<file path="src/rtl/aq_axis_pattern_gen.sv">
// AXI4-Stream pattern source: prefix+counter, walking one, Galois LFSR or constant frames,
// with programmable frame length/count, inter-beat gaps and a graceful stop.
module aq_axis_pattern_gen #(
    parameter int          DATA_WIDTH = 64,
    parameter int          LEN_WIDTH  = 16,
    parameter int          GAP_WIDTH  = 8,
    parameter logic [31:0] PREFIX     = 32'h0011_2233
) (
    input  logic                    ACLK,
    input  logic                    ARESET,
    input  logic                    START,
    input  logic                    STOP,
    input  logic [1:0]              MODE,
    input  logic [LEN_WIDTH-1:0]    FRAME_LEN,
    input  logic [15:0]             FRAME_COUNT,
    input  logic [GAP_WIDTH-1:0]    GAP,
    input  logic [31:0]             SEED,
    output logic [DATA_WIDTH-1:0]   W_AXIS_TDATA,
    output logic                    W_AXIS_TVALID,
    input  logic                    W_AXIS_TREADY,
    output logic [DATA_WIDTH/8-1:0] W_AXIS_TSTRB,
    output logic [DATA_WIDTH/8-1:0] W_AXIS_TKEEP,
    output logic                    W_AXIS_TLAST,
    output logic                    BUSY,
    output logic                    DONE,
    output logic [15:0]             FRAMES_SENT
);

    localparam int NL = DATA_WIDTH / 32;
    localparam int PW = $clog2(DATA_WIDTH);

    typedef enum logic [1:0] {S_IDLE, S_SEND, S_GAP} state_t;

    state_t                 state, state_next;
    logic [1:0]             mode_q;
    logic [LEN_WIDTH-1:0]   len_q;
    logic [15:0]            count_q;
    logic [GAP_WIDTH-1:0]   gap_q;
    logic [31:0]            seed_q;
    logic [31:0]            seq;
    logic [31:0]            lfsr;
    logic [PW-1:0]          walk;
    logic [LEN_WIDTH-1:0]   beat;
    logic [15:0]            frame_cnt;
    logic [GAP_WIDTH-1:0]   gap_cnt;
    logic                   stop_pend;
    logic [DATA_WIDTH-1:0]  tdata;
    logic [15:0]            frames_sent;
    logic                   done;

    logic                   accept, is_last, start_ok, final_frame, stop_now, end_run;
    logic [15:0]            frame_cnt_inc;
    logic [31:0]            seq_next, lfsr_next, seed_init;
    logic [PW-1:0]          walk_next;

    function automatic logic [DATA_WIDTH-1:0] pattern(input logic [1:0]    m,
                                                      input logic [31:0]   s,
                                                      input logic [31:0]   l,
                                                      input logic [31:0]   sd,
                                                      input logic [PW-1:0] w);
        logic [DATA_WIDTH-1:0] d;
        d = '0;
        case (m)
            2'd0: begin
                for (int i = 0; i < NL; i++) d[32*i +: 32] = PREFIX;
                d[31:0] = s;
            end
            2'd1: d[w] = 1'b1;
            2'd2: for (int i = 0; i < NL; i++) d[32*i +: 32] = l;
            default: for (int i = 0; i < NL; i++) d[32*i +: 32] = sd;
        endcase
        return d;
    endfunction

    assign accept        = (state == S_SEND) && W_AXIS_TREADY;
    assign is_last       = (beat == len_q - LEN_WIDTH'(1));
    assign start_ok      = (state == S_IDLE) && START && (FRAME_LEN != '0);
    assign frame_cnt_inc = frame_cnt + 16'd1;
    assign final_frame   = (count_q != 16'd0) && (frame_cnt_inc == count_q);
    assign stop_now      = stop_pend || STOP;
    assign end_run       = accept && is_last && (final_frame || stop_now);
    assign seq_next      = seq + 32'd1;
    // Right-shift Galois form of x^32+x^22+x^2+x+1.
    assign lfsr_next     = {1'b0, lfsr[31:1]} ^ (lfsr[0] ? 32'h8020_0003 : 32'h0);
    assign seed_init     = (SEED == 32'd0) ? 32'd1 : SEED;
    // Walking-one position tracks seq mod DATA_WIDTH, including across a seq wrap.
    assign walk_next     = ((walk == PW'(DATA_WIDTH - 1)) || (seq == 32'hFFFF_FFFF)) ? '0 : walk + PW'(1);

    always_ff @(posedge ACLK) begin
        if (ARESET) state <= S_IDLE;
        else        state <= state_next;
    end

    always_comb begin
        state_next = state;
        case (state)
            S_IDLE: if (start_ok) state_next = S_SEND;
            S_SEND: begin
                if (accept) begin
                    if (end_run)            state_next = S_IDLE;
                    else if (gap_q != '0)   state_next = S_GAP;
                    else                    state_next = S_SEND;
                end
            end
            S_GAP: begin
                // beat == 0 here means the beat before this gap closed a frame.
                if (stop_now && (beat == '0))      state_next = S_IDLE;
                else if (gap_cnt == GAP_WIDTH'(1)) state_next = S_SEND;
            end
            default: state_next = S_IDLE;
        endcase
    end

    always_comb begin
        W_AXIS_TVALID = (state == S_SEND);
        W_AXIS_TLAST  = (state == S_SEND) && is_last;
        BUSY          = (state != S_IDLE);
    end

    always_ff @(posedge ACLK) begin
        if (ARESET) begin
            mode_q      <= '0;
            len_q       <= '0;
            count_q     <= '0;
            gap_q       <= '0;
            seed_q      <= '0;
            seq         <= '0;
            lfsr        <= 32'd1;
            walk        <= '0;
            beat        <= '0;
            frame_cnt   <= '0;
            gap_cnt     <= '0;
            stop_pend   <= 1'b0;
            tdata       <= '0;
            frames_sent <= '0;
            done        <= 1'b0;
        end else begin
            done <= (state != S_IDLE) && (state_next == S_IDLE);

            if (state_next == S_IDLE)        stop_pend <= 1'b0;
            else if (STOP && state != S_IDLE) stop_pend <= 1'b1;

            if (start_ok) begin
                mode_q      <= MODE;
                len_q       <= FRAME_LEN;
                count_q     <= FRAME_COUNT;
                gap_q       <= GAP;
                seed_q      <= SEED;
                seq         <= '0;
                lfsr        <= seed_init;
                walk        <= '0;
                beat        <= '0;
                frame_cnt   <= '0;
                frames_sent <= '0;
                tdata       <= pattern(MODE, 32'd0, seed_init, SEED, '0);
            end

            if (accept) begin
                seq     <= seq_next;
                lfsr    <= lfsr_next;
                walk    <= walk_next;
                gap_cnt <= gap_q;
                tdata   <= pattern(mode_q, seq_next, lfsr_next, seed_q, walk_next);
                if (is_last) begin
                    beat        <= '0;
                    frame_cnt   <= frame_cnt_inc;
                    frames_sent <= frames_sent + 16'd1;
                end else begin
                    beat <= beat + LEN_WIDTH'(1);
                end
            end

            if (state == S_GAP) gap_cnt <= gap_cnt - GAP_WIDTH'(1);
        end
    end

    assign W_AXIS_TDATA = tdata;
    assign W_AXIS_TSTRB = '1;
    assign W_AXIS_TKEEP = '1;
    assign DONE         = done;
    assign FRAMES_SENT  = frames_sent;

endmodule

</file>
<file path="config.mk">
export PLATFORM = sky130hd
export DESIGN_NAME = aq_axis_pattern_gen
export DESIGN_NICKNAME = d
export VERILOG_FILES = /design/src/rtl/aq_axis_pattern_gen.sv
export SDC_FILE = /design/constraint.sdc
export NUM_CORES = 1
export LEC_CHECK = 0
export CORE_ASPECT_RATIO = 2
export CORE_MARGIN = 2
export CORE_UTILIZATION = 39
export DETAILED_ROUTE_END_ITERATION = 10
export SLEW_MARGIN = 0
export SYNTH_ARGS = -nofsm -noshare
export SYNTH_HDL_FRONTEND = slang
export SYNTH_SLANG_ARGS = --single-unit
</file>
<file path="constraint.sdc">
create_clock -name ACLK -period 3.7 [get_ports ACLK]
set_clock_uncertainty 0.1 [all_clocks]
set_input_delay 0.925 -clock ACLK [delete_from_list [all_inputs] [get_ports ACLK]]
set_output_delay 0.925 -clock ACLK [all_outputs]
set_load 0.03 [all_outputs]
</file>
==> results of run 1 <==
## power groups by stage
stage / registers (mW) / logic [mW] / clock network, mW
floorplan: 3.24 / 0.682 / 0
global placement: 3.21 / 1.25 / 0
detailed placement: 3.21 / 1.25 / 0
CTS: 3.15 / 1.29 / 2.93
global route: 3.17 / 1.40 / 3.03
finish: 3.15 / 1.30 / 2.88
## what timing repair did
| action | 4_1_cts | 5_1_grt |
|---|---|---|
| setup endpoints to repair | 1 | 1 |
| gates cloned | 1 | 0 |
| hold endpoints to repair | 0 | 0 |
| pin swaps | 8 | 6 |
| gates resized for setup | 25 | 6 |
| hold buffers | 0 | 0 |
| setup buffers | 5 | 0 |
## cells by family after synthesis
kind of cell | count (synthesis)
simple gates | 763
compound gates | 527
flops | 268
buf+inv | 184
xor+xnor | 73
mux | 34
fa+ha+maj | 9
other cells | 1
## tightest hold or removal path, stage by stage, from the launching register on
cell and delay (ns):
dfxtp_1 0.31, nand2_1 0.05, a21oi_1 0.05
## final timing paths
| kind | slack, ns | endpoint |
|---|---|---|
| max | 0.004 | W_AXIS_TLAST |
| min | 0.36 | seed_q[11] |
| max reg2reg | 0.44 | W_AXIS_TDATA[23] |
| min reg2reg | 0.36 | seed_q[11] |
## layer usage
layer  vias to the layer above  wire length [µm]
met4                         0              1250
met2                       519             21900
met5                         -                 0
met1                      6834             21400
met3                        71              3510
li1                       6984                 -
## registers in the layout, indices dropped and copies added (netlist names), 16 cells and up
name / cells
lfsr: 32
beat: 16
frame_cnt: 16
count_q: 16
len_q: 16
FRAMES_SENT: 16
W_AXIS_TDATA: 64
seed_q: 32
seq: 32
## cell usage in the layout, fill, tap and decap left out, types with 16 or more instances in the layout
cell type        netlist  final
clkbuf_16              0     27
a222oi_1              17     17
a22oi_1               47     47
and3_1                27     25
nand2_1              335    334
o21ai_0               71     71
buf_4                 18     87
dfxtp_1              268    258
nor2_1               153    150
nor4_1                28     27
inv_1                 18     18
nand4_1               20     20
a211oi_1              17     17
clkdlybuf4s50_1        0    160
xnor2_1               42     42
mux2_2                23     23
nor3_1                43     43
nor2b_1               19     19
xor2_1                31     30
a21oi_1              181    181
a31oi_1               59     59
o22ai_1               31     30
conb_1                 1     16
nand3_1               49     47
## cell usage after synthesis, drive strengths merged, types with 9 or more instances
library cell    n  area share (%)
a31oi          59             2.6
nand3          50             1.8
mux2i          11            0.77
o211a          11            0.77
a311oi          9            0.60
nor4           30             1.4
nor2b          19            0.84
buf            40             1.6
o22ai          31             1.4
or4            11            0.58
a21oi         181             6.4
nor3           44             1.6
and3           27             1.2
ha              9            0.79
a22oi          47             2.5
a222oi         17             1.2
xor2           31             1.9
xnor2          42             2.6
and2           13            0.57
o21ai          72             2.5
mux2           23             1.8
nand2         335             8.8
nand4          20            0.88
or3            17            0.78
inv            19            0.50
dfxtp         268              38
clkbuf        125             3.3
and4           13            0.82
a221oi         14            0.91
a211oi         17            0.90
nor2          153             4.0
## area by class of cell
type / instances / area, µm²
clock buffer: 40 / 774
inverter: 19 / 71.3
tap: 454 / 568
fill: 3573 / 18400
clock inverter: 8 / 124
sequential: 268 / 5380
multi-input combinational: 1422 / 8290
timing repair buffer: 264 / 2560
## stage by stage
step	util, %	worst slack [ns]
global placement	46.2	0.124
detailed placement	46.2	0.0690
CTS	49.1	-0.00870
floorplan	-	0.0668
global route	49.1	-0.124
finish	49.1	0.00446
==> flow_metrics.env, run 1 <==
export IMPL_status="finished, final reports clean"
export IMPL_synthArstFlopShare_pct=0
export IMPL_grt_util_met3_pct=4.21
export IMPL_die_w_um=139
export IMPL_worstMarginPinSlew_ns=1.23
export IMPL_cp_startpoint="len_q[3]"
export IMPL_worstSetupPathType="reg -> out"
export IMPL_vias=14408
export IMPL_syn_area_per_cell_um2=7.65
export IMPL_rr_startpoint="seq[0]"
export IMPL_max_stage_delay_ns=0.37
export IMPL_crit_slowest_cell="dfxtp_4"
export IMPL_yosys_warnings=0
export IMPL_rsz0062_at_grt="true"
export IMPL_grt_max_degree=101
export IMPL_antenna_left=0
export IMPL_hold_violations=0
export IMPL_intPower_mw=5.21
export IMPL_die_area_mm2=0.0381
export IMPL_p_switching_mw=2.13
export IMPL_drt_total_wl_um=48000
export IMPL_p_leak_nw=6.33
export IMPL_drtIter0Drc=1295
export IMPL_routed_via_density=5.82
export IMPL_slew_viol_final=0
export IMPL_grt_use_total_pct=24.1
export IMPL_synth_xor_area_share_pct=4.50
export IMPL_rows=99
export IMPL_finalCritPeriodShare_pct=99.9
export IMPL_fp_dieH_um=274
export IMPL_layout_drive_gt1_share_pct=10.8
export IMPL_cp_num_cells=8
export IMPL_synth_edf_count=0
export IMPL_portBuffers=162
export IMPL_total_power_mw=7.34
export IMPL_irDropWorstVdd_uv=313
export IMPL_gr_usage_met1_pct=33.6
export IMPL_p_seq_share_pct=42.9
export IMPL_final_area_mm2=0.0178
export IMPL_clock_path_buffers=3
export IMPL_area_growth_pct=24.9
export IMPL_n_antenna_cell=0
export IMPL_cts_reportedPaths_clkPinSlew_ns=0.07
export IMPL_hold_ws_ns=0.357
export IMPL_hold_class="reg -> reg"
export IMPL_post_dp_hpwl_um=33400
export IMPL_drc=0
export IMPL_overflow=0
export IMPL_combPwrFrac_pct=17.8
export IMPL_max_slew_margin_pct=17.6
export IMPL_wl_per_cell_um=19.4
export IMPL_cts_root_buf="clkbuf_16"
export IMPL_cts_inserted_buffers=27
export IMPL_grt_busiest_layer="met2"
export IMPL_max_clock_freq_mhz=271
export IMPL_power_density_mw_per_mm2=413
export IMPL_gp_congestion=0.874
export IMPL_clock_latency_ns=0.57
export IMPL_core_area_mm2=0.0362
export IMPL_synthSimpleGateAreaFrac_pct=25.0
export IMPL_setup_viol=0
export IMPL_synth_top_family_by_area="simple AND/OR/NAND/NOR gates"
export IMPL_start_util_pct=39.3
export IMPL_reg2reg_depth=9
export IMPL_worstSetupEndpointType="primary output"
export IMPL_placedCellCount=2421
export IMPL_worstPathRequired_ns=2.67
export IMPL_hp_start="seed_q[11]"
export IMPL_path_buf_inv=2
export IMPL_maxCapViolCount=0
export IMPL_fin_nets=2090
export IMPL_arrival_ns=2.67
export IMPL_start_kind="register"
export IMPL_synthAdderAreaFrac_pct=0.792
export IMPL_clock_power_share_pct=39.3
export IMPL_synthMuxAreaShare_pct=2.60
export IMPL_ys_types=79
export IMPL_netlist_instances=1859
export IMPL_synth_ff_type="dfxtp_1"
export IMPL_synth_compound_area_share_pct=23.9
export IMPL_first_pass_iters=7
export IMPL_ioPinCount=179
export IMPL_fin_cells=2475
export IMPL_grt_pass1_vias=13187
export IMPL_cts_tree="yes"
export IMPL_setup_tns_ns=0
export IMPL_sw_frac_of_total_pct=29.0
export IMPL_synth_area_mm2=0.0142
export IMPL_min_period_ns=3.70
export IMPL_clock_sinks=268
export IMPL_ys_seq_area_share_pct=37.7
export IMPL_critPathMaxFanout=4
export IMPL_grt_use_met2_pct=38.2
export IMPL_grt_pass1_wl_um=75200
export IMPL_grt_antenna_before_repair=0
export IMPL_cp_top_family="simple AND/OR/NAND/NOR gates"
export IMPL_ys_seq_elements=268
export IMPL_path_cells="nor4_4 -> and4_4 -> nand3_4 -> a2111oi_4 -> nand3_1 -> buf_6 -> nor3b_4 -> buf_12"
export IMPL_dpl_instance_area_mm2=0.0167
export IMPL_htree_levels=1
export IMPL_hold_path_depth=2
No activity file was read; power rests on OpenSTA's default activity.
==> inputs of run 2 (changes only) <==
--- a/config.mk
+++ b/config.mk
@@ -7,8 +7,9 @@
 export LEC_CHECK = 0
 export CORE_ASPECT_RATIO = 2
 export CORE_MARGIN = 2
-export CORE_UTILIZATION = 39
+export CORE_UTILIZATION = 56
 export DETAILED_ROUTE_END_ITERATION = 10
+export PLACE_DENSITY = 0.8
 export SLEW_MARGIN = 0
 export SYNTH_ARGS = -nofsm -noshare
 export SYNTH_HDL_FRONTEND = slang
==> flow_metrics.env, run 2 (same netlist as run 1, synthesis figures left out) <==
export IMPL_grt_use_total_pct=37.0
export IMPL_layout_drive_gt1_share_pct=10.5
export IMPL_max_clock_freq_mhz=269
export IMPL_fin_nets=2082
export IMPL_routed_via_density=6.51
export IMPL_area_growth_pct=22.9
export IMPL_drc=0
export IMPL_first_pass_iters=7
export IMPL_p_leak_nw=6.26
export IMPL_total_power_mw=7.22
export IMPL_overflow=0
export IMPL_drtIter0Drc=1508
export IMPL_largest_reg_flops=64
export IMPL_n_antenna_cell=0
export IMPL_violations="negative setup slack"
export IMPL_multi_input_area_mm2=0.00829
export IMPL_rows=82
export IMPL_nFillCells=2128
export IMPL_clock_latency_ns=0.54
export IMPL_final_area_mm2=0.0175
export IMPL_hold_class="reg -> reg"
export IMPL_cts_reportedPaths_clkPinSlew_ns=0.07
export IMPL_post_dp_hpwl_um=35900
export IMPL_clock_path_buffers=3
export IMPL_min_period_ns=3.72
export IMPL_dpl_instance_area_mm2=0.0165
export IMPL_start_kind="register"
export IMPL_grt_pass1_wl_um=77900
export IMPL_fp_dieH_um=229
export IMPL_hold_ws_ns=0.355
export IMPL_seqCellArea_mm2=0.00538
export IMPL_critPathMaxFanout=4
export IMPL_portBuffers=162
export IMPL_start_util_pct=56.8
export IMPL_hold_violations=0
export IMPL_final_util_pct=69.8
export IMPL_die_area_mm2=0.0268
export IMPL_grt_max_degree=179
export IMPL_setup_slack_ns=-0.0188
export IMPL_worstSetupEndpointType="primary output"
export IMPL_finalCritPeriodShare_pct=101
export IMPL_grt_pass1_vias=14709
export IMPL_worstPathRequired_ns=2.67
export IMPL_final_common_cell="nand2_1"
export IMPL_antenna_left=0
export IMPL_maxCapViolCount=0
export IMPL_placedCellCount=2296
export IMPL_cts_inserted_buffers=25
export IMPL_grt_antenna_before_repair=0
export IMPL_clock_sinks=268
export IMPL_fin_cells=2346
export IMPL_cts_root_buf="clkbuf_16"
export IMPL_pre_cts_ws_ns=-0.167
export IMPL_htree_levels=1
export IMPL_drt_total_wl_um=50800
export IMPL_wl_per_cell_um=21.7
export IMPL_core_area_mm2=0.0250
export IMPL_gp_congestion=1.03
export IMPL_status="finished with violations"
export IMPL_slew_viol_final=0
export IMPL_irDropWorstVdd_uv=434
export IMPL_arrival_ns=2.69
export IMPL_max_slew_margin_pct=16.5
export IMPL_power_density_mw_per_mm2=413
export IMPL_setup_viol=1
export IMPL_rsz0062_at_grt="true"
export IMPL_vias=15275
export IMPL_die_w_um=117
export IMPL_final_cell_mix="334 x nand2_1, 259 x dfxtp_1, 181 x a21oi_1"
export IMPL_cts_tree="yes"
export IMPL_worstMarginPinSlew_ns=1.24
export IMPL_worstSetupPathType="reg -> out"
export IMPL_setup_tns_ns=-0.0188
export IMPL_ioPinCount=179
-- run 2: final timing paths --
kind / endpoint / depth (start not counted) / startpoint / slack, ns
hold reg to reg: seed_q[12] / 2 / seed_q[12] / 0.36
hold / removal: seed_q[12] / 2 / seed_q[12] / 0.36
setup / recovery: W_AXIS_TLAST / 8 / len_q[3] / -0.02
setup reg to reg: W_AXIS_TDATA[22] / 8 / walk[0] / 0.35
-- run 2: metal layers --
layer / share of wire, % / GRT usage, %
met2: 51 / 65.0
met4: 8.8 / 27.5
met1: 33 / 37.6
met3: 7.6 / 6.99
met5: 0 / 0
-- run 2: worst max-delay path, cell delays in order (launching register included) --
cell,delay [ns]
dfxtp_4,0.37
nor4_4,0.36
buf_4,0.18
and3_1,0.18
o22ai_2,0.12
a2111oi_4,0.37
nand3_4,0.14
nor3b_4,0.26
buf_6,0.16
-- run 2: area by class of cell --
| type | count | share of cell area, % |
|---|---|---|
| clock buffer | 33 | 3.92 |
| timing repair buffer | 258 | 14.2 |
| tap | 336 | 2.40 |
| multi-input combinational | 1422 | 47.4 |
| clock inverter | 10 | 0.902 |
| inverter | 19 | 0.408 |
| sequential | 268 | 30.8 |
-- run 2: timing repair --
item	4_1_cts	5_1_grt
setup endpoints to repair	1	1
resized for setup	10	18
cloned	0	0
setup buffers	3	4
hold buffers	0	0
pin swaps	5	8
-- run 2: where the power goes --
part	leakage, nW	switching, mW	internal, mW	total (mW)
Combinational	3.67	0.792	0.531	1.32
Sequential	2.19	0.135	3.02	3.16
Clock	0.404	1.16	1.58	2.74
Total	6.26	2.09	5.13	7.22
